===== src/rtl/car_frame_ctrl.sv =====
// Frame sequencer for the player car sprite: each frame tick erases the car at its
// last drawn x, pulses can_move, lets car_x settle, then redraws it at the new x.
module car_frame_ctrl #(
    parameter int         FRAME_DIV  = 833333,
    parameter int         CAR_W      = 12,
    parameter int         CAR_H      = 20,
    parameter int         CAR_Y      = 200,
    parameter logic [2:0] BG_COLOUR  = 3'b000,
    parameter logic [2:0] CAR_COLOUR = 3'b100
) (
    input  logic       clk,
    input  logic       resetn,
    input  logic       enable,
    input  logic [8:0] car_x,
    output logic       can_move,
    output logic [8:0] vga_x,
    output logic [7:0] vga_y,
    output logic [2:0] vga_colour,
    output logic       plot,
    output logic       busy,
    output logic       overrun
);

    localparam int              CNT_W    = (FRAME_DIV > 1) ? $clog2(FRAME_DIV) : 1;
    localparam logic [CNT_W-1:0] CNT_LAST = CNT_W'(FRAME_DIV - 1);
    localparam logic [8:0]      PX_LAST  = 9'(CAR_W - 1);
    localparam logic [7:0]      PY_LAST  = 8'(CAR_H - 1);
    localparam logic [7:0]      Y_TOP    = 8'(CAR_Y);

    typedef enum logic [2:0] {
        S_IDLE,
        S_ERASE,
        S_MOVE,
        S_SETTLE,
        S_DRAW
    } state_t;

    state_t           r_state;
    logic [CNT_W-1:0] r_cnt;
    logic             r_pending;
    logic             r_overrun;
    logic             r_drawn;
    logic [8:0]       r_old_x;
    logic [8:0]       r_px;
    logic [7:0]       r_py;
    logic             r_can_move;
    logic [8:0]       r_vga_x;
    logic [7:0]       r_vga_y;
    logic [2:0]       r_colour;
    logic             r_plot;
    logic             r_busy;

    logic             w_tick;
    logic             w_tick_en;
    logic             w_start;
    logic             w_last_px;
    logic             w_last_pix;
    state_t           w_nxt_state;
    logic [8:0]       w_nxt_px;
    logic [7:0]       w_nxt_py;
    logic [8:0]       w_base;
    logic             w_nxt_plot;
    logic [8:0]       w_nxt_x;
    logic [7:0]       w_nxt_y;
    logic [2:0]       w_nxt_colour;
    logic             w_nxt_can_move;

    assign w_tick     = (r_cnt == CNT_LAST);
    assign w_tick_en  = w_tick & enable;
    assign w_start    = (r_state == S_IDLE) & (r_pending | w_tick_en);
    assign w_last_px  = (r_px == PX_LAST);
    assign w_last_pix = w_last_px & (r_py == PY_LAST);

    always_comb begin
        w_nxt_state = r_state;
        w_nxt_px    = r_px;
        w_nxt_py    = r_py;
        case (r_state)
            S_IDLE: begin
                if (r_pending | w_tick_en) begin
                    w_nxt_state = r_drawn ? S_ERASE : S_MOVE;
                    w_nxt_px    = 9'd0;
                    w_nxt_py    = 8'd0;
                end
            end
            S_ERASE, S_DRAW: begin
                if (w_last_pix) begin
                    w_nxt_state = (r_state == S_ERASE) ? S_MOVE : S_IDLE;
                end else if (w_last_px) begin
                    w_nxt_px = 9'd0;
                    w_nxt_py = r_py + 8'd1;
                end else begin
                    w_nxt_px = r_px + 9'd1;
                end
            end
            S_MOVE: begin
                w_nxt_state = S_SETTLE;
            end
            S_SETTLE: begin
                w_nxt_state = S_DRAW;
                w_nxt_px    = 9'd0;
                w_nxt_py    = 8'd0;
            end
            default: begin
                w_nxt_state = S_IDLE;
            end
        endcase
    end

    // Outputs are registered from the next state; the first DRAW pixel must use
    // car_x directly because old_x is only being latched on that same edge.
    always_comb begin
        w_base         = (r_state == S_SETTLE) ? car_x : r_old_x;
        w_nxt_plot     = (w_nxt_state == S_ERASE) || (w_nxt_state == S_DRAW);
        w_nxt_can_move = (w_nxt_state == S_MOVE);
        w_nxt_x        = r_vga_x;
        w_nxt_y        = r_vga_y;
        w_nxt_colour   = r_colour;
        if (w_nxt_plot) begin
            w_nxt_x      = w_base + w_nxt_px;
            w_nxt_y      = Y_TOP + w_nxt_py;
            w_nxt_colour = (w_nxt_state == S_ERASE) ? BG_COLOUR : CAR_COLOUR;
        end
    end

    always_ff @(posedge clk or negedge resetn) begin
        if (!resetn) begin
            r_state <= S_IDLE;
            r_px    <= 9'd0;
            r_py    <= 8'd0;
        end else begin
            r_state <= w_nxt_state;
            r_px    <= w_nxt_px;
            r_py    <= w_nxt_py;
        end
    end

    // A tick that lands while one is already waiting is lost; flag it until reset.
    always_ff @(posedge clk or negedge resetn) begin
        if (!resetn) begin
            r_cnt     <= '0;
            r_pending <= 1'b0;
            r_overrun <= 1'b0;
            r_drawn   <= 1'b0;
            r_old_x   <= 9'd0;
        end else begin
            r_cnt <= w_tick ? '0 : r_cnt + CNT_W'(1);
            if (w_start) begin
                r_pending <= r_pending & w_tick_en;
            end else if (w_tick_en) begin
                r_pending <= 1'b1;
            end
            if (w_tick_en & r_pending) begin
                r_overrun <= 1'b1;
            end
            if ((r_state == S_DRAW) && w_last_pix) begin
                r_drawn <= 1'b1;
            end
            if (r_state == S_SETTLE) begin
                r_old_x <= car_x;
            end
        end
    end

    always_ff @(posedge clk or negedge resetn) begin
        if (!resetn) begin
            r_can_move <= 1'b0;
            r_vga_x    <= 9'd0;
            r_vga_y    <= 8'd0;
            r_colour   <= 3'd0;
            r_plot     <= 1'b0;
            r_busy     <= 1'b0;
        end else begin
            r_can_move <= w_nxt_can_move;
            r_vga_x    <= w_nxt_x;
            r_vga_y    <= w_nxt_y;
            r_colour   <= w_nxt_colour;
            r_plot     <= w_nxt_plot;
            r_busy     <= (w_nxt_state != S_IDLE);
        end
    end

    assign can_move   = r_can_move;
    assign vga_x      = r_vga_x;
    assign vga_y      = r_vga_y;
    assign vga_colour = r_colour;
    assign plot       = r_plot;
    assign busy       = r_busy;
    assign overrun    = r_overrun;

endmodule

===== config.mk =====
export PLATFORM = sky130hd
export DESIGN_NAME = car_frame_ctrl
export DESIGN_NICKNAME = d
export VERILOG_FILES = /design/src/rtl/car_frame_ctrl.sv
export SDC_FILE = /design/constraint.sdc
export NUM_CORES = 1
export LEC_CHECK = 0
export ABC_AREA = 1
export ABC_CLOCK_PERIOD_IN_PS = 3300
export CAP_MARGIN = 10
export CORE_UTILIZATION = 43
export DETAILED_ROUTE_END_ITERATION = 10
export MAX_ROUTING_LAYER = met4
export PLACE_DENSITY_LB_ADDON = 0.1
export SLEW_MARGIN = 20
export SYNTH_ARGS = -nofsm -noshare
export SYNTH_HDL_FRONTEND = slang
export SYNTH_SLANG_ARGS = --single-unit

===== constraint.sdc =====
create_clock -name clk -period 3.3 [get_ports clk]
set_input_delay 0.495 -clock clk [delete_from_list [all_inputs] [get_ports clk]]
set_output_delay 0.495 -clock clk [all_outputs]
set_load 0.05 [all_outputs]

==> run metrics <==
CP Launch Type=flip-flop; Max-slew headroom=38.2%; CP max stage cell=dfrtp_1; Post-synth EDFFs=0; first-pass GRT wire length=16.6 mm; simple-gate portion of the synthesized area=about 30%; dominant synthesized flop cell=dfrtp_1; most frequent CP cell=nand2_1; DIE WIDTH=a little under 100 µm; mux share of post-synthesis cell area=0%; CP delay by family, top=simple AND/OR/NAND/NOR gates; largest family of logic cells by synthesized area=simple AND/OR/NAND/NOR gates; Row Count=35; internal power=0.00145 W; crit-path max FO=5; share of layout cells above drive strength 1=10.3%; Final Util=52.7%; vias=about 3,600; final instance area=4870 µm²; # DRC=0; compound-cell area share of the yosys netlist=under 10%; commonest non-fill, non-tap cell in the layout=nand2_1; diode count=0; H-tree level count=3; cell area after placement=around 4600 µm²; routed wire length=9.84 mm; cell area after synthesis=4080 µm²; number of routed nets with antenna violations=0; Clock transition at path regs=roughly 0.090 ns; Power, Total=0.00187 W; part of the cycle the worst path needs=92.1%; placed cell count=688; number of global-route vias before repair=3,437; RSZ-0062 raised after global routing=yes; post-cts resize count=0; antenna violations before repair=0; CTS tree=done; asr flop ratio synth=100%; die area=9890 µm²; crit path DAT=3.28 ns; Max Slew Vio Count=0; commonest non-fill, non-tap cells in the layout=nand2_1 (135), dfrtp_1 (73), inv_1 (65); CP max stage delay=0.45 ns; Vert. Die Dim=about 99 µm; Initial DRC Count=231; io pins=36; Lkg Pwr=roughly 2.3 nW; outcome=finished, final reports clean; Synth Register Bits=73; Setup CP Type=reg2reg; maximum VDD drop=~220 µV; Cell variety after synth=between 40 and 50; worst skew pair latency=approximately 0.35 ns; Setup Buffers After CTS=0; Synth Warn #=0; final setup vio count=0; part of the power in registers=approximately half; crit path buf inv count=2; clock tree sinks=73; Setup Skew=between 0.01 and 0.015 ns; Avg Cell Area, Syn=a little under 8 µm²; hold buffer count at cts=0; mean routed wirelength per cell=around 14 µm; grt ovf=0; Hold Violations, Final=0; number of port buffers=33; min-delay worst type=in2async; area share of xor/xnor cells in the synthesized design=roughly 3.0%; crit end category=flip-flop; Pwr Density=385 nW/µm²; worst path required time=about 3.5 ns; Clk pwr share=a little under half; Area growth syn-to-layout=19.2%; DRT Pass-1 Iters=4; root buf cell=clkbuf_8; Comb power frac=roughly 5.3%; final critical-path required period=3.04 ns; sw frac=approximately 23%; post-DR vias/cell=slightly above 5; synthesized netlist cell count=between 500 and 600; DP HPWL=around 7.1 mm; Worst-Margin Slew=between 0.9 and 1 ns; clock buffer depth=2; sequential share of the synthesized area=between 40 and 50%; Post-Layout Cell Count=a little over 700; max-cap viol count=0; P_sw=between 0.0004 and 0.0005 W; GRT Total Usage=~22%; gpl congestion=0.914; CP cell instances=nor2_1, inv_1, nor2_1, nor2_1, inv_2, nand2_1, o32ai_2, ha_1, a21oi_1, nand2_1, nand2_1, nand2_1, nand2_1, a21oi_1, o21ai_0, nand2_1, xor2_1, nand2_1, nand2_1; Core ar.=roughly 9000 µm²; initial core utilization=between 40% and 50%; nets=between 500 and 600; Synth Area in Adders=roughly 4.5%; largest net degree at the start of global routing=74; FMAX=between 300 and 400 MHz; Num CTS Buffers=9
[Yosys cell counts, types with 6 or more instances]
cell | n | area share [%]
inv_1 | 67 | 6.2
xor2_1 | 10 | 2.1
dfrtp_1 | 73 | 45
a21oi_1 | 20 | 2.5
o21ai_0 | 22 | 2.7
nand2_1 | 136 | 13
nor2_1 | 42 | 3.9
ha_1 | 13 | 4.0
inv_2 | 9 | 0.83
nor3_1 | 14 | 1.7
nand4_1 | 11 | 1.7
nand3_1 | 44 | 5.4
nor4_1 | 6 | 0.92
[flip-flops by register name, summed over array words and instances (netlist names), 3 cells and up]
signal / flops
r_cnt: 20
r_old_x: 9
r_px: 9
r_py: 8
r_state: 3
vga_x: 9
vga_y: 8
[power by group through the flow]
stage | logic [W] | registers (W) | clock network, W
finish | 0.0000993 | 0.000910 | 0.000864
global route | 0.000111 | 0.000911 | 0.000926
CTS | 0.000101 | 0.000910 | 0.000889
detailed placement | 0.000101 | 0.000927 | 0
global placement | 0.000100 | 0.000927 | 0
floorplan | 0.0000325 | 0.000947 | 0
[metal layers]
layer	vias up	GRT usage (%)	routed length [µm]	share of wire, %
met2	88	32.9	4490	46
met5	-	-	0	0
li1	1790	-	-	-
met4	0	10.1	197	2.0
met3	16	3.44	361	3.7
met1	1657	30.4	4800	49
[area by class of cell]
type                       instances  area (µm²)
timing repair buffer              44         410
fill                             873        4370
clock buffer                      10         128
sequential                        73        1830
multi-input combinational        366        1940
tap                              129         161
inverter                          76         285
clock inverter                     6         115
[path summary, 6_finish.rpt]
kind | cells past startpoint | startpoint | end | slack (ns)
max | 19 | r_state[1]$_DFF_PN0_ | vga_x[7]$_DFFE_PN0P_ | 0.26
min | 1 | resetn | r_cnt[16]$_DFF_PN0_ | 0.26
max reg2reg | 19 | r_state[1]$_DFF_PN0_ | vga_x[7]$_DFFE_PN0P_ | 0.26
min reg2reg | 1 | r_cnt[0]$_DFF_PN0_ | r_cnt[0]$_DFF_PN0_ | 0.47
max in group asynchronous | 1 | resetn | vga_x[5]$_DFFE_PN0P_ | 2.41
min in group clk | 1 | r_cnt[0]$_DFF_PN0_ | r_cnt[0]$_DFF_PN0_ | 0.47
[metrics by stage]
step / worst slack (ns) / hold WS [ns] / TNS, ns
after floorplan: 0.327 / 0.199 / 0
after global placement: 0.218 / 0.446 / 0
after detailed placement: 0.125 / 0.457 / 0
after CTS: 0.177 / 0.299 / 0
after global routing: -0.00576 / 0.339 / -0.00576
final: 0.260 / 0.259 / 0
[logic make-up after synthesis]
| kind of cell | count (synthesis) |
|---|---|
| compound gates | 65 |
| xor+xnor | 14 |
| buf+inv | 84 |
| flops | 73 |
| fa+ha+maj | 14 |
| simple gates | 271 |
| other cells | 1 |
[worst reg2reg max path: stages, from the launching register on]
cell and delay (ns):
dfrtp_1 0.45, nor2_1 0.16, inv_1 0.09, nor2_1 0.23, nor2_1 0.17, inv_2 0.12, nand2_1 0.11, o32ai_2 0.29
ha_1 0.33, a21oi_1 0.16, nand2_1 0.10, nand2_1 0.07, nand2_1 0.05, nand2_1 0.07, a21oi_1 0.07, o21ai_0 0.15
nand2_1 0.08, xor2_1 0.14, nand2_1 0.06, nand2_1 0.05
(Power assumes the default switching activity.)
